<file path="src/rtl/receiver_pkg.sv">
// Shared serial-link definitions for the receiver and the transmitter.
//   rx_state_t     : receiver FSM state encoding (IDLE, DATA, PARITY, STOP)
//   DATA_WIDTH_DEF : default payload width in bits
//   LINE_IDLE      : level of the serial line between frames
//   START_BIT      : level of the start bit
//   STOP_BIT       : level of a valid stop bit
package receiver_pkg;

  typedef enum logic [1:0] {
    IDLE   = 2'd0,
    DATA   = 2'd1,
    PARITY = 2'd2,
    STOP   = 2'd3
  } rx_state_t;

  localparam int   DATA_WIDTH_DEF = 8;
  localparam logic LINE_IDLE      = 1'b1;
  localparam logic START_BIT      = 1'b0;
  localparam logic STOP_BIT       = 1'b1;

endpackage

</file>
<file path="src/rtl/receiver_shift_reg.sv">
// Serial-in shift register with running parity for the receiver.
// Bits arrive LSB first and enter at the MSB end, so after DATA_WIDTH
// shifts the first bit received sits in bit 0.
//   clk    : clock, rising edge
//   rst    : asynchronous active-high reset
//   clr    : synchronous clear of word and parity
//   en     : shift one bit in from din
//   din    : serial input bit
//   data   : assembled parallel word
//   parity : XOR of all bits shifted in since the last clear
module rx_shift_reg
  import receiver_pkg::*;
#(
  parameter int DATA_WIDTH = DATA_WIDTH_DEF
) (
  input  logic                  clk,
  input  logic                  rst,
  input  logic                  clr,
  input  logic                  en,
  input  logic                  din,
  output logic [DATA_WIDTH-1:0] data,
  output logic                  parity
);

  always_ff @(posedge clk or posedge rst) begin
    if (rst) begin
      data   <= '0;
      parity <= 1'b0;
    end else if (clr) begin
      data   <= '0;
      parity <= 1'b0;
    end else if (en) begin
      data   <= {din, data[DATA_WIDTH-1:1]};
      parity <= parity ^ din;
    end
  end

endmodule

</file>
<file path="src/rtl/receiver.sv">
// Synchronous serial frame receiver with a one-entry output slot.
// Frame: start(0), DATA_WIDTH payload bits LSB first, optional even parity,
// stop(1); one bit per clock. Good frames land in the slot; bad frames are
// dropped with a one-cycle error pulse.
//   rx_sclk_i        : clock, rising edge
//   rx_srst_i        : asynchronous active-high reset
//   rx_sdata_i       : serial line, idle high
//   rx_pready_i      : consumer accepts rx_pdata_o
//   rx_pdata_o       : received word
//   rx_pdata_valid_o : rx_pdata_o holds an unconsumed word
//   rx_parity_err_o  : pulse, frame dropped for bad parity
//   rx_frame_err_o   : pulse, frame dropped for bad stop bit
//   rx_overrun_o     : pulse, good frame dropped because the slot was full
module receiver
  import receiver_pkg::*;
#(
  parameter int DATA_WIDTH = DATA_WIDTH_DEF,
  parameter int PARITY_EN  = 1
) (
  input  logic                  rx_sclk_i,
  input  logic                  rx_srst_i,
  input  logic                  rx_sdata_i,
  input  logic                  rx_pready_i,
  output logic [DATA_WIDTH-1:0] rx_pdata_o,
  output logic                  rx_pdata_valid_o,
  output logic                  rx_parity_err_o,
  output logic                  rx_frame_err_o,
  output logic                  rx_overrun_o
);

  localparam int CNT_W = (DATA_WIDTH > 1) ? $clog2(DATA_WIDTH) : 1;

  rx_state_t             state;
  rx_state_t             state_nxt;
  logic [CNT_W-1:0]      bit_cnt;
  logic                  last_bit;
  logic                  par_bad;
  logic                  shift_en;
  logic                  shift_clr;
  logic [DATA_WIDTH-1:0] shift_data;
  logic                  shift_par;

  logic frame_done;
  logic stop_ok;
  logic good;
  logic consume;
  logic load;

  rx_shift_reg #(
    .DATA_WIDTH(DATA_WIDTH)
  ) u_shift (
    .clk    (rx_sclk_i),
    .rst    (rx_srst_i),
    .clr    (shift_clr),
    .en     (shift_en),
    .din    (rx_sdata_i),
    .data   (shift_data),
    .parity (shift_par)
  );

  assign last_bit = (bit_cnt == CNT_W'(DATA_WIDTH - 1));

  // State register
  always_ff @(posedge rx_sclk_i or posedge rx_srst_i) begin
    if (rx_srst_i) state <= IDLE;
    else           state <= state_nxt;
  end

  // Next-state logic
  always_comb begin
    state_nxt = state;
    case (state)
      IDLE:    if (rx_sdata_i == START_BIT) state_nxt = DATA;
      DATA:    if (last_bit) state_nxt = (PARITY_EN != 0) ? PARITY : STOP;
      PARITY:  state_nxt = STOP;
      STOP:    state_nxt = IDLE;
      default: state_nxt = IDLE;
    endcase
  end

  // Shift-register control; the clear in IDLE restarts the running parity
  // for every frame while the word stays intact through STOP.
  always_comb begin
    shift_en  = (state == DATA);
    shift_clr = (state == IDLE);
  end

  // Bit counter and recorded parity mismatch
  always_ff @(posedge rx_sclk_i or posedge rx_srst_i) begin
    if (rx_srst_i) begin
      bit_cnt <= '0;
      par_bad <= 1'b0;
    end else begin
      if (state == DATA) bit_cnt <= last_bit ? '0 : bit_cnt + 1'b1;
      else               bit_cnt <= '0;

      // Payload parity XOR parity bit must be 0 for even parity.
      if (state == IDLE)        par_bad <= 1'b0;
      else if (state == PARITY) par_bad <= shift_par ^ rx_sdata_i;
    end
  end

  // Frame verdict, evaluated while the stop bit is on the line.
  assign frame_done = (state == STOP);
  assign stop_ok    = (rx_sdata_i == STOP_BIT);
  assign good       = frame_done && stop_ok && !par_bad;
  assign consume    = rx_pdata_valid_o && rx_pready_i;
  // The slot can take a new word when empty or being drained this cycle.
  assign load       = good && (!rx_pdata_valid_o || rx_pready_i);

  // Output slot and registered error pulses
  always_ff @(posedge rx_sclk_i or posedge rx_srst_i) begin
    if (rx_srst_i) begin
      rx_pdata_o       <= '0;
      rx_pdata_valid_o <= 1'b0;
      rx_parity_err_o  <= 1'b0;
      rx_frame_err_o   <= 1'b0;
      rx_overrun_o     <= 1'b0;
    end else begin
      if (load) begin
        rx_pdata_o       <= shift_data;
        rx_pdata_valid_o <= 1'b1;
      end else if (consume) begin
        rx_pdata_valid_o <= 1'b0;
      end
      // Stop-bit failure outranks parity failure, keeping pulses exclusive.
      rx_frame_err_o  <= frame_done && !stop_ok;
      rx_parity_err_o <= frame_done && stop_ok && par_bad;
      rx_overrun_o    <= good && rx_pdata_valid_o && !rx_pready_i;
    end
  end

endmodule

</file>
<file path="config.mk">
export PLATFORM = sky130hd
export DESIGN_NAME = receiver
export DESIGN_NICKNAME = d
export VERILOG_FILES = /design/src/rtl/receiver_pkg.sv /design/src/rtl/receiver_shift_reg.sv /design/src/rtl/receiver.sv
export SDC_FILE = /design/constraint.sdc
export NUM_CORES = 1
export LEC_CHECK = 0
export CAP_MARGIN = 15
export CORE_MARGIN = 8
export CORE_UTILIZATION = 40
export DETAILED_ROUTE_END_ITERATION = 6
export PLACE_DENSITY = 0.68
export SYNTH_ARGS = -nofsm -noshare
export SYNTH_HDL_FRONTEND = slang
export SYNTH_SLANG_ARGS = --single-unit
</file>
<file path="constraint.sdc">
create_clock -name rx_sclk_i -period 3.65 [get_ports rx_sclk_i]
set_input_delay 0.365 -clock rx_sclk_i [delete_from_list [all_inputs] [get_ports rx_sclk_i]]
set_output_delay 0.365 -clock rx_sclk_i [all_outputs]
set_load 0.05 [all_outputs]
</file>
# ---- After elaboration in Yosys (flattened, before gate mapping)
# Index checks and enable logic that the tools add are counted.
dict set report word_totals {
  reg_bits 27
  input_bits 4
  out_inout_bits 12
  word_cells 49
}
dict set report op_classes {
  add_sub_neg 1
  eq_ne 6
  mux 13
  bitwise_logic 1
  n_reduce_logical 18
}
# op count
set ops {}
lappend ops {{$mux W8} 2}
lappend ops {{$logic_and A1 B1 Y1} 8}
lappend ops {{$pmux W2 S4} 1}
lappend ops {{$mux W1} 6}
lappend ops {{$mux W3} 2}
lappend ops {{$reduce_bool A2 Y1} 3}
lappend ops {{$eq A2 B2 Y1 const B} 2}
lappend ops {{$logic_not A1 Y1} 4}
lappend ops {{$mux W2} 2}
lappend ops {{$ne A2 B2 Y1 const B} 2}
lappend ops {{$add A3 B1 Y3 const B} 1}
lappend ops {{$eq A3 B3 Y1 const B} 1}
lappend ops {{$eq A2 B1 Y1 const B} 1}
lappend ops {{$logic_not A2 Y1} 1}
lappend ops {{$reduce_and A2 Y1} 1}
lappend ops {{$logic_or A1 B1 Y1} 1}
lappend ops {{$xor A1 B1 Y1} 1}

# ---- Depth between registers and ports, before layout
# Gate-level depths: netlist of the first run.
dict set report logic_depth {
  ltp_word 5
  mapped_depth 6
  ltp_nobuf 5
}

# ---- Modules after synthesis
# Synthesis of the first run repeated with hierarchy kept, for this count alone.
dict set report hier_totals {
  cells_unflattened 84
  area_unflattened_um2 1189.9
}
# module n_inst cells_each area_each_um2 seq_area_each_um2
set by_module_without_submodules {}
lappend by_module_without_submodules {receiver 1 53 809.5 450.4}
lappend by_module_without_submodules {rx_shift_reg 1 31 380.4 225.2}

# ---- Worst setup path before layout of the first run
# No wires, ideal clock.
dict set report synth_timing {
  path_type {reg2reg}
  from {register rx_pdata_valid_o}
  to {register rx_pdata_o[0]}
  setup_ns 0.125
  t_arrival_ns 1.319
  required_time_ns 3.525
  slack_ns 2.206
  path_stages_with_launch 5
  path_buffers 1
  synth_period_minus_slack_ns 1.444
  cell_sequence {dfrtp_1 nand2b_1 nor2b_4 buf_12 mux2_4}
}
dict set report synth_via {
  elab_chain_cells 3
}
# item line_no
set synth_rtl {}
lappend synth_rtl {{start, declared} receiver.sv:25} ;# output logic rx_pdata_valid_o,
lappend synth_rtl {{start signal, assigned} receiver.sv:115} ;# rx_pdata_valid_o <= 1'b0;
lappend synth_rtl {{start signal, assigned} receiver.sv:122} ;# rx_pdata_valid_o <= 1'b1;
lappend synth_rtl {{start signal, assigned} receiver.sv:124} ;# rx_pdata_valid_o <= 1'b0;
lappend synth_rtl {{$logic_not A1 Y1} receiver.sv:109} ;# assign load = good && (!rx_pdata_valid_o || rx_pready_i);
lappend synth_rtl {{$logic_or A1 B1 Y1} receiver.sv:109}
lappend synth_rtl {{$logic_and A1 B1 Y1} receiver.sv:109}
lappend synth_rtl {{end signal, assigned} receiver.sv:121} ;# rx_pdata_o <= shift_data;
lappend synth_rtl {{end, declared} receiver.sv:24} ;# output logic [DATA_WIDTH-1:0] rx_pdata_o,
# Every way passes these cells.
# A chain may end at the register's enable or synchronous reset.

# ---- Final worst setup path of the first run
dict set report layout_timing {
  from {register rx_pdata_o[0]}
  to {output port rx_pdata_o[0]}
}
# No word-level cell between the ends.

==> results of run 1 <==
==> flip-flops by register name, indices dropped and copies added, names as in the netlist <==
| name | cells |
|---|---|
| bit_cnt | 3 |
| par_bad | 1 |
| rx_frame_err_o | 1 |
| rx_overrun_o | 1 |
| rx_parity_err_o | 1 |
| rx_pdata_o | 8 |
| rx_pdata_valid_o | 1 |
| state | 2 |
| u_shift.data | 8 |
| u_shift.parity | 1 |
==> final cells by class <==
type	count	area, um^2	share of cell area (%)
flip-flops and latches	27	676	49.1
multi-input cells	50	445	32.4
repair buffers	16	178	12.9
well taps	31	38.8	2.82
clock buffers	4	26.3	1.91
inverters	3	11.3	0.819
==> routing by layer <==
metal,GRT usage (%),up-vias
met1,10.0,311
met5,0,-
met4,3.35,0
met2,11.9,9
li1,-,313
met3,1.98,2
==> cells by family (layout without fill, tap and decap cells) <==
group | after synthesis | count (layout) | synth area share (%)
flip-flops | 27 | 27 | 58.2
AND/OR/NAND/NOR | 22 | 22 | 10.7
multiplexers | 16 | 16 | 17.3
adder cells (fa/ha/maj) | 6 | 6 | 6.47
buffers and inverters | 6 | 23 | 3.45
AO/OA/AOI/OAI | 4 | 4 | 2.37
XOR/XNOR | 2 | 2 | 1.51
==> power groups by stage <==
| stage | clock [W] | combinational, W | sequential [W] |
|---|---|---|---|
| 3_3_place_gp | 0 | 0.000399 | 0.000421 |
| 6_report | 0.000122 | 0.000405 | 0.000417 |
| 4_1_cts | 0.000129 | 0.000409 | 0.000418 |
| 5_1_grt | 0.000142 | 0.000438 | 0.000429 |
| 2_1_floorplan | 0 | 0.000235 | 0.000500 |
| 3_5_place_dp | 0 | 0.000408 | 0.000424 |
==> metrics by stage <==
stage          hold WS, ns  area (um^2)  power (W)  utilization (%)  instances
2_1_floorplan        0.409         1160   0.000735                -         83
3_3_place_gp         0.426         1320   0.000820             47.9        126
3_5_place_dp         0.437         1320   0.000833             47.9        126
4_1_cts              0.455         1350   0.000956             48.9        130
5_1_grt              0.230         1380    0.00101             49.9        131
6_report             0.245         1380   0.000944             49.9        131
==> how the worst max path moves through the flow <==
stage | from | to | slack [ns] | cells past startpoint
finish | rx_pdata_o[0] | rx_pdata_o[0] | 1.78 | 1
global route | state[1] | state[1] | 1.65 | 5
CTS | rx_pdata_o[4] | rx_pdata_o[4] | 1.75 | 1
detailed placement | rx_sdata_i | rx_pdata_o[4] | 1.75 | 4
global placement | rx_sdata_i | rx_pdata_o[7] | 1.78 | 4
floorplan | rx_pdata_valid_o | rx_pdata_o[0] | 2.21 | 4
==> placed cells by master, fill, tap and decap left out, drive strengths merged, types with 2 or more instances in the layout <==
master,synthesis,routed
ha,6,6
nand2b,2,2
mux2i,7,7
nor2,10,10
clkbuf,1,4
a21oi,2,2
clkdlybuf4s50,0,15
mux2,9,9
dfrtp,27,27
and2,2,2
nor2b,3,3
nand2,2,2
inv,3,3
==> reports/qor.csv, run 1 <==
metric;value;unit
Sw Share;37.7;%
CP peak stage delay;0.81;ns
antenna-violating nets left;0;
HPWL Detailed;1350;um
post-synth top area share;58.2;%
initial antenna violation count;0;
setup slack after layout;1.78;ns
RSZ-0062 raised after global routing;false;
port bufs;15;
Initial Utilization;42.1;%
Synth Flop Type;dfrtp_1;
CTS tree;yes;
Crit Path Max Fanout;2;
Yosys cell types;23;
DR vias/cell;4.85;
worst reg2reg setup slack;1.79;ns
met2 wire len;831;um
Post-synth EDFFs;0;
Psw;0.000355;W
WL met3;80;um
most numerous cell in the Yosys netlist;dfrtp_1;
critical setup path kind;reg -> out;
RD Place Congestion;0.693;
Fin Setup TNS;0;ns
Buf/Inv on CP;1;
Pint;0.000588;W
pwr dens;686;nW/um^2
IO Pins;16;
slowest stage cell on the critical path;clkdlybuf4s50_1;
DR WL/cell;13.6;um
Nets;111;
# Post-CTS Setup Buffers;0;
Comb power frac;42.9;%
post_cts resized;0;
Seq/Total Area, Yosys;58.2;%
synth top area cells;dfrtp_1 (58%), mux2_4 (10%), ha_1 (6.5%), mux2i_1 (6.0%), nor2_1 (3.2%);
R2R cell count;5;
synthesized flop and latch total;27;
Syn Nets;93;
worst skew pair latency;0.31;ns
sequential share of power;44.2;%
chip height;69.9;um
DIE AREA;4880;um^2
Startpoint Class;flip-flop;
Avg Inst Size Synth;14.0;um^2
via count;635;
cell area after synthesis;1160;um^2
GRT overflow;0;
DRC violations left;0;
highest clock rate;535;MHz
area leader, netlist;dfrtp_1;
CP required;3.28;ns
core area;2760;um^2
Worst path top cell family by delay;buffers and inverters;
root buffer cell;clkbuf_4;
final period demand of the worst path;1.87;ns
area added between synthesis and finish;18.4;%
most frequent cells after synthesis;dfrtp_1 (27), nor2_1 (10), mux2_4 (8), mux2i_1 (7), ha_1 (6);
Crit Reg-Reg Endpoint;state[1];
Tightest Pin Transition;0.552;ns
post-synthesis instance total;83;
GRT Overall Usage;7.75;%
DRT Wirelength;1780;um
clock tree buffer depth;2;
Num CTS Buffers;3;
final hold vios;0;
Place WS;1.75;ns
Worst Clk Skew;0.00109;ns
first-pass detailed-route iteration total;4;
Clk pwr share;13.0;%
placement row count;19;
worst vdd ir;0.000418;V
status;finished clean;
largest net degree at the start of global routing;28;
DR iter-0 viols;12;
share of layout cells above drive strength 1;17.0;%
async set-reset flop share out of synthesis;100;%
Relative slew margins;63.2;%
crit-path cells;clkdlybuf4s50_1;
cts hold-fix bufs;0;
P_leak;0.678;nW
clock sinks;27;
H-tree lvl count;1;
Fill cells;250;
crit path DAT;1.50;ns
ANT cells;0;
CTS clk-pin slew, worst paths;0.13;ns
M1 wire length;849;um
yosys warns;0;
Hold Path Class;in -> async;
Crit. End Element;output pin;
Die W;69.9;um
first-pass GRT wire length;3160;um
worst r2r src;state[1];
max layer used;met4;
period utilisation layout;51.2;%
endpoints failing setup;0;
vias in the first global route;681;
final-report max-slew violation count;0;
number of max-cap violations;0;
(Power assumes the default switching activity.)
==> inputs of run 2 (changes only) <==
--- a/config.mk
+++ b/config.mk
@@ -9,7 +9,7 @@
 export CORE_MARGIN = 8
 export CORE_UTILIZATION = 40
 export DETAILED_ROUTE_END_ITERATION = 6
-export PLACE_DENSITY = 0.68
+export PLACE_DENSITY = 0.71
 export SYNTH_ARGS = -nofsm -noshare
 export SYNTH_HDL_FRONTEND = slang
 export SYNTH_SLANG_ARGS = --single-unit
==> constraint.sdc (replaced) <==
create_clock -name rx_sclk_i -period 1.7 [get_ports rx_sclk_i]
set_input_delay 0.17 -clock rx_sclk_i [delete_from_list [all_inputs] [get_ports rx_sclk_i]]
set_output_delay 0.17 -clock rx_sclk_i [all_outputs]
set_load 0.05 [all_outputs]
==> run 2 against run 1 <==
Non-clock buffer count up 3. Critical endpoint is now rx_frame_err_o. Combinational power up 120%. Global-route usage up 0.43 points. Clock power up 120%. Critical path type unchanged.
==> reports/qor.csv, run 2 (synthesis gave the netlist of run 1 again) <==
metric;value;unit
RSZ-0062 raised after global routing;false;
Hold Path Class;in -> async;
first-pass GRT wire length;3270;um
crit path DAT;1.45;ns
DR vias/cell;4.66;
Fin Setup TNS;0;ns
DIE AREA;4880;um^2
IO Pins;16;
final-report max-slew violation count;0;
share of layout cells above drive strength 1;24.3;%
first-pass detailed-route iteration total;4;
Nets;114;
DR WL/cell;14.3;um
final hold vios;0;
final period demand of the worst path;1.62;ns
via count;624;
clock sinks;27;
R2R cell count;4;
# Post-CTS Setup Buffers;0;
RD Place Congestion;0.679;
chip height;69.9;um
Num CTS Buffers;3;
Die W;69.9;um
status;finished clean;
vias in the first global route;676;
slowest stage cell on the critical path;clkdlybuf4s50_1;
core area;2760;um^2
Worst path top cell family by delay;buffers and inverters;
Initial Utilization;42.1;%
GRT overflow;0;
Fill cells;243;
cts hold-fix bufs;0;
DRC violations left;0;
critical setup path kind;reg -> out;
antenna-violating nets left;0;
ANT cells;0;
largest net degree at the start of global routing;28;
number of max-cap violations;0;
worst reg2reg setup slack;0.20;ns
period utilisation layout;95.1;%
DR iter-0 viols;24;
commonest non-fill, non-tap cell in the layout;dfrtp_1;
CP peak stage delay;0.80;ns
worst vdd ir;0.000891;V
Tightest Pin Transition;0.508;ns
most frequent cells in the layout;dfrtp_1 (27), nor2_1 (10), mux2_4 (8), buf_4 (8), mux2i_1 (7);
root buffer cell;clkbuf_4;
pwr dens;1480;nW/um^2
CTS tree;yes;
top flop regs;rx_pdata_o: 8 flops, u_shift.data: 8 flops, bit_cnt: 3 flops;
Crit. End Element;output pin;
placement row count;19;
crit-path cells;clkdlybuf4s50_1;
Worst Clk Skew;0.0108;ns
dpl cell area;1340;um^2
GRT Overall Usage;8.18;%
initial antenna violation count;0;
Design Area, Final;1380;um^2
H-tree lvl count;1;
endpoints failing setup;0;
worst skew pair latency;0.32;ns
Relative slew margins;66.1;%
Crit Path Max Fanout;1;
Reg area;676;um^2
HPWL Detailed;1430;um
CTS clk-pin slew, worst paths;0.14;ns
Buf/Inv on CP;1;
CP required;1.53;ns
port bufs;15;
P_leak;0.772;nW
Startpoint Class;flip-flop;
clock tree buffer depth;2;
DRT Wirelength;1920;um
highest clock rate;619;MHz
multi-input gate area in the final layout;445;um^2
worst r2r src;state[0];
area added between synthesis and finish;18.6;%
Crit Reg-Reg Endpoint;rx_pdata_o[1];
[run 2: per-layer routing]
layer / part of all wire, % / up-vias / global-route usage (%)
met1: 49 / 301 / 10.3
li1: - / 312 / -
met3: 3.5 / 2 / 2.12
met4: 0.99 / 0 / 4.02
met5: 0 / - / 0
met2: 46 / 9 / 12.6
[run 2: timing repair]
| action | in CTS | in global routing |
|---|---|---|
| gates resized for setup | 1 | 4 |
| pin swaps | 0 | 0 |
| setup endpoints to repair | 1 | 4 |
| gates cloned | 0 | 0 |
[run 2: area by class of cell]
type	instances	share of cell area, %
flip-flops and latches	27	49.0
multi-input cells	50	32.3
repair buffers	19	13.0
well taps	31	2.82
clock buffers	3	1.63
inverters	3	0.817
clock inverters	1	0.363
[run 2: through the flow]
stage          power (W)  instances  hold slack [ns]  util [%]  setup WS, ns
2_1_floorplan    0.00158         83            0.223         -         0.256
3_3_place_gp     0.00177        130            0.430      48.6         0.123
3_5_place_dp     0.00180        130            0.440      48.6        0.0931
4_1_cts          0.00207        134            0.206      49.6        0.0101
5_1_grt          0.00217        134            0.227      50.0        0.0264
6_report         0.00203        134            0.206      50.0        0.0835
[run 2: worst max-delay path by stage]
stage                     start             end  depth (start not counted)
3_5_place_dp        rx_pready_i   rx_pdata_o[4]                          4
6_report         rx_frame_err_o  rx_frame_err_o                          1
2_1_floorplan  rx_pdata_valid_o   rx_pdata_o[0]                          4
5_1_grt            rx_overrun_o    rx_overrun_o                          1
3_3_place_gp        rx_pready_i   rx_pdata_o[6]                          4
4_1_cts           rx_pdata_o[2]   rx_pdata_o[2]                          1
[run 2: worst register-to-register path, delay by kind of cell, from the launching register on]
family,cells,cell delay [ns]
multiplexers,1,0.33
flip-flops,1,0.42
AND/OR/NAND/NOR,2,0.45
adder cells (fa/ha/maj),1,0.21
[run 2: report_power, final]
part,switching [W],total (W),internal (W)
clock network,0.000176,0.000264,0.0000879
logic,0.000493,0.000872,0.000378
registers,0.000104,0.000897,0.000793
total,0.000774,0.00203,0.00126
==> inputs of run 3 (changes only) <==
--- a/config.mk
+++ b/config.mk
@@ -7,9 +7,9 @@
 export LEC_CHECK = 0
 export CAP_MARGIN = 15
 export CORE_MARGIN = 8
-export CORE_UTILIZATION = 40
+export CORE_UTILIZATION = 47
 export DETAILED_ROUTE_END_ITERATION = 6
-export PLACE_DENSITY = 0.71
+export PLACE_DENSITY = 0.8
 export SYNTH_ARGS = -nofsm -noshare
 export SYNTH_HDL_FRONTEND = slang
 export SYNTH_SLANG_ARGS = --single-unit
==> run 3 against run 2 <==
Total power up 0.60%. Via count up 3.7%. Critical endpoint is now rx_overrun_o. Cell area up 0.55%. Utilization up 7.5 points. Clock skew down 0.0028 ns. Sequential share of layout area down 0.27 points. Highest routed layer unchanged. Clock power about the same. Wire length down 2.9%. Worst hold slack worse by 0.012 ns. Largest cell class unchanged.
==> reports/qor.csv, run 3 (synthesis gave the netlist of run 1 again) <==
metric;value;unit
placement row count;18;
RSZ-0062 raised after global routing;false;
Setup crit start;rx_overrun_o;
clock sinks;27;
worst r2r src;state[1];
Tightest Pin Transition;0.506;ns
critical setup path kind;reg -> out;
Nets;114;
endpoints failing setup;0;
H-tree lvl count;1;
first-pass detailed-route iteration total;2;
DRT Wirelength;1860;um
Startpoint Class;flip-flop;
Hold Path Class;in -> async;
CTS clk-pin slew, worst paths;0.14;ns
clock tree buffer depth;2;
vias in the first global route;700;
worst reg2reg setup slack;0.17;ns
Util after Layout;57.5;%
via count;647;
DRC violations left;0;
Critical Path End;rx_overrun_o;
Crit Path Max Fanout;1;
area added between synthesis and finish;19.3;%
period utilisation layout;96.4;%
initial antenna violation count;0;
CP required;1.53;ns
Initial Utilization;48.2;%
slowest stage cell on the critical path;clkdlybuf4s50_1;
port bufs;15;
top flop regs;rx_pdata_o: 8 flops, u_shift.data: 8 flops, bit_cnt: 3 flops;
Buf/Inv on CP;1;
ANT cells;0;
core area;2410;um^2
Relative slew margins;66.2;%
DR vias/cell;4.86;
Final Non-Filler Cells;133;
number of max-cap violations;0;
Crit Reg-Reg Endpoint;rx_pdata_o[6];
final-report max-slew violation count;0;
HPWL Detailed;1350;um
commonest non-fill, non-tap cell in the layout;dfrtp_1;
Fin Setup TNS;0;ns
P_leak;0.800;nW
RD Place Congestion;0.719;
Crit. End Element;output pin;
root buffer cell;clkbuf_4;
Design Area, Final;1390;um^2
pwr dens;1480;nW/um^2
largest net degree at the start of global routing;28;
final hold vios;0;
Num CTS Buffers;3;
highest clock rate;610;MHz
GRT Overall Usage;9.51;%
crit path DAT;1.47;ns
DR iter-0 viols;10;
R2R cell count;4;
CP peak stage delay;0.80;ns
worst skew pair latency;0.32;ns
antenna-violating nets left;0;
Die W;65.7;um
GRT overflow;0;
first-pass GRT wire length;3240;um
chip height;65.7;um
share of layout cells above drive strength 1;21.4;%
Worst Clk Skew;0.00796;ns
status;finished clean;
DR WL/cell;14.0;um
Post-Place Cells;129;
Crit path depth;1;
IO Pins;16;
most frequent cells in the layout;dfrtp_1 (27), nor2_1 (10), mux2_4 (8), mux2i_1 (7);
crit-path cells;clkdlybuf4s50_1;
DIE AREA;4320;um^2
CTS tree;yes;
Worst path top cell family by delay;buffers and inverters;
dpl cell area;1350;um^2
worst vdd ir;0.000901;V
final period demand of the worst path;1.64;ns
-- run 3: cell count changes in the layout (fill, tap and decap cells not counted), sizes merged --
cell          before  now
dlymetal6s2s       4    6
clkinv             1    0
buf                8    6
clkbuf             3    4
-- run 3: area by class of cell --
cell class	count	area [um^2]
fillers	205	1020
flip-flops and latches	27	676
multi-input cells	50	445
repair buffers	19	189
well taps	30	37.5
clock buffers	4	26.3
inverters	3	11.3
-- run 3: worst min path at each step --
stage	to	start
after detailed placement	bit_cnt[0]	bit_cnt[0]
after floorplan	bit_cnt[0]	rx_srst_i
after global routing	rx_pdata_o[1]	rx_srst_i
after global placement	bit_cnt[0]	bit_cnt[0]
final	u_shift.data[1]	rx_srst_i
after CTS	rx_pdata_o[1]	rx_srst_i
-- run 3: routing by layer --
metal / part of all wire [%] / vias up / wire [um] / GRT usage (%)
met5: 0 / - / 0 / 0
met4: 1.3 / 0 / 24 / 4.90
met3: 3.7 / 4 / 68 / 2.72
met2: 52 / 10 / 975 / 16.0
met1: 42 / 319 / 790 / 10.7
li1: - / 314 / - / -
-- run 3: through the flow --
step,setup slack (ns),hold WS (ns),total power [W]
2_1_floorplan,0.256,0.223,0.00158
3_3_place_gp,0.147,0.424,0.00176
3_5_place_dp,0.109,0.433,0.00181
4_1_cts,0.000369,0.194,0.00208
5_1_grt,0.00813,0.234,0.00218
6_report,0.0605,0.194,0.00205
-- run 3: where the power goes --
group	total, W	internal (W)	switching [W]
Sequential	0.000894	0.000793	0.000102
Combinational	0.000885	0.000385	0.000500
Clock	0.000267	0.0000918	0.000175
Total	0.00205	0.00127	0.000776
-- run 3: what timing repair did --
action	4_1_cts	5_1_grt
hold buffers	0	0
endpoints found under the setup margin	1	6
setup buffers	0	0
hold endpoints to repair	0	0
gates resized for setup	1	6
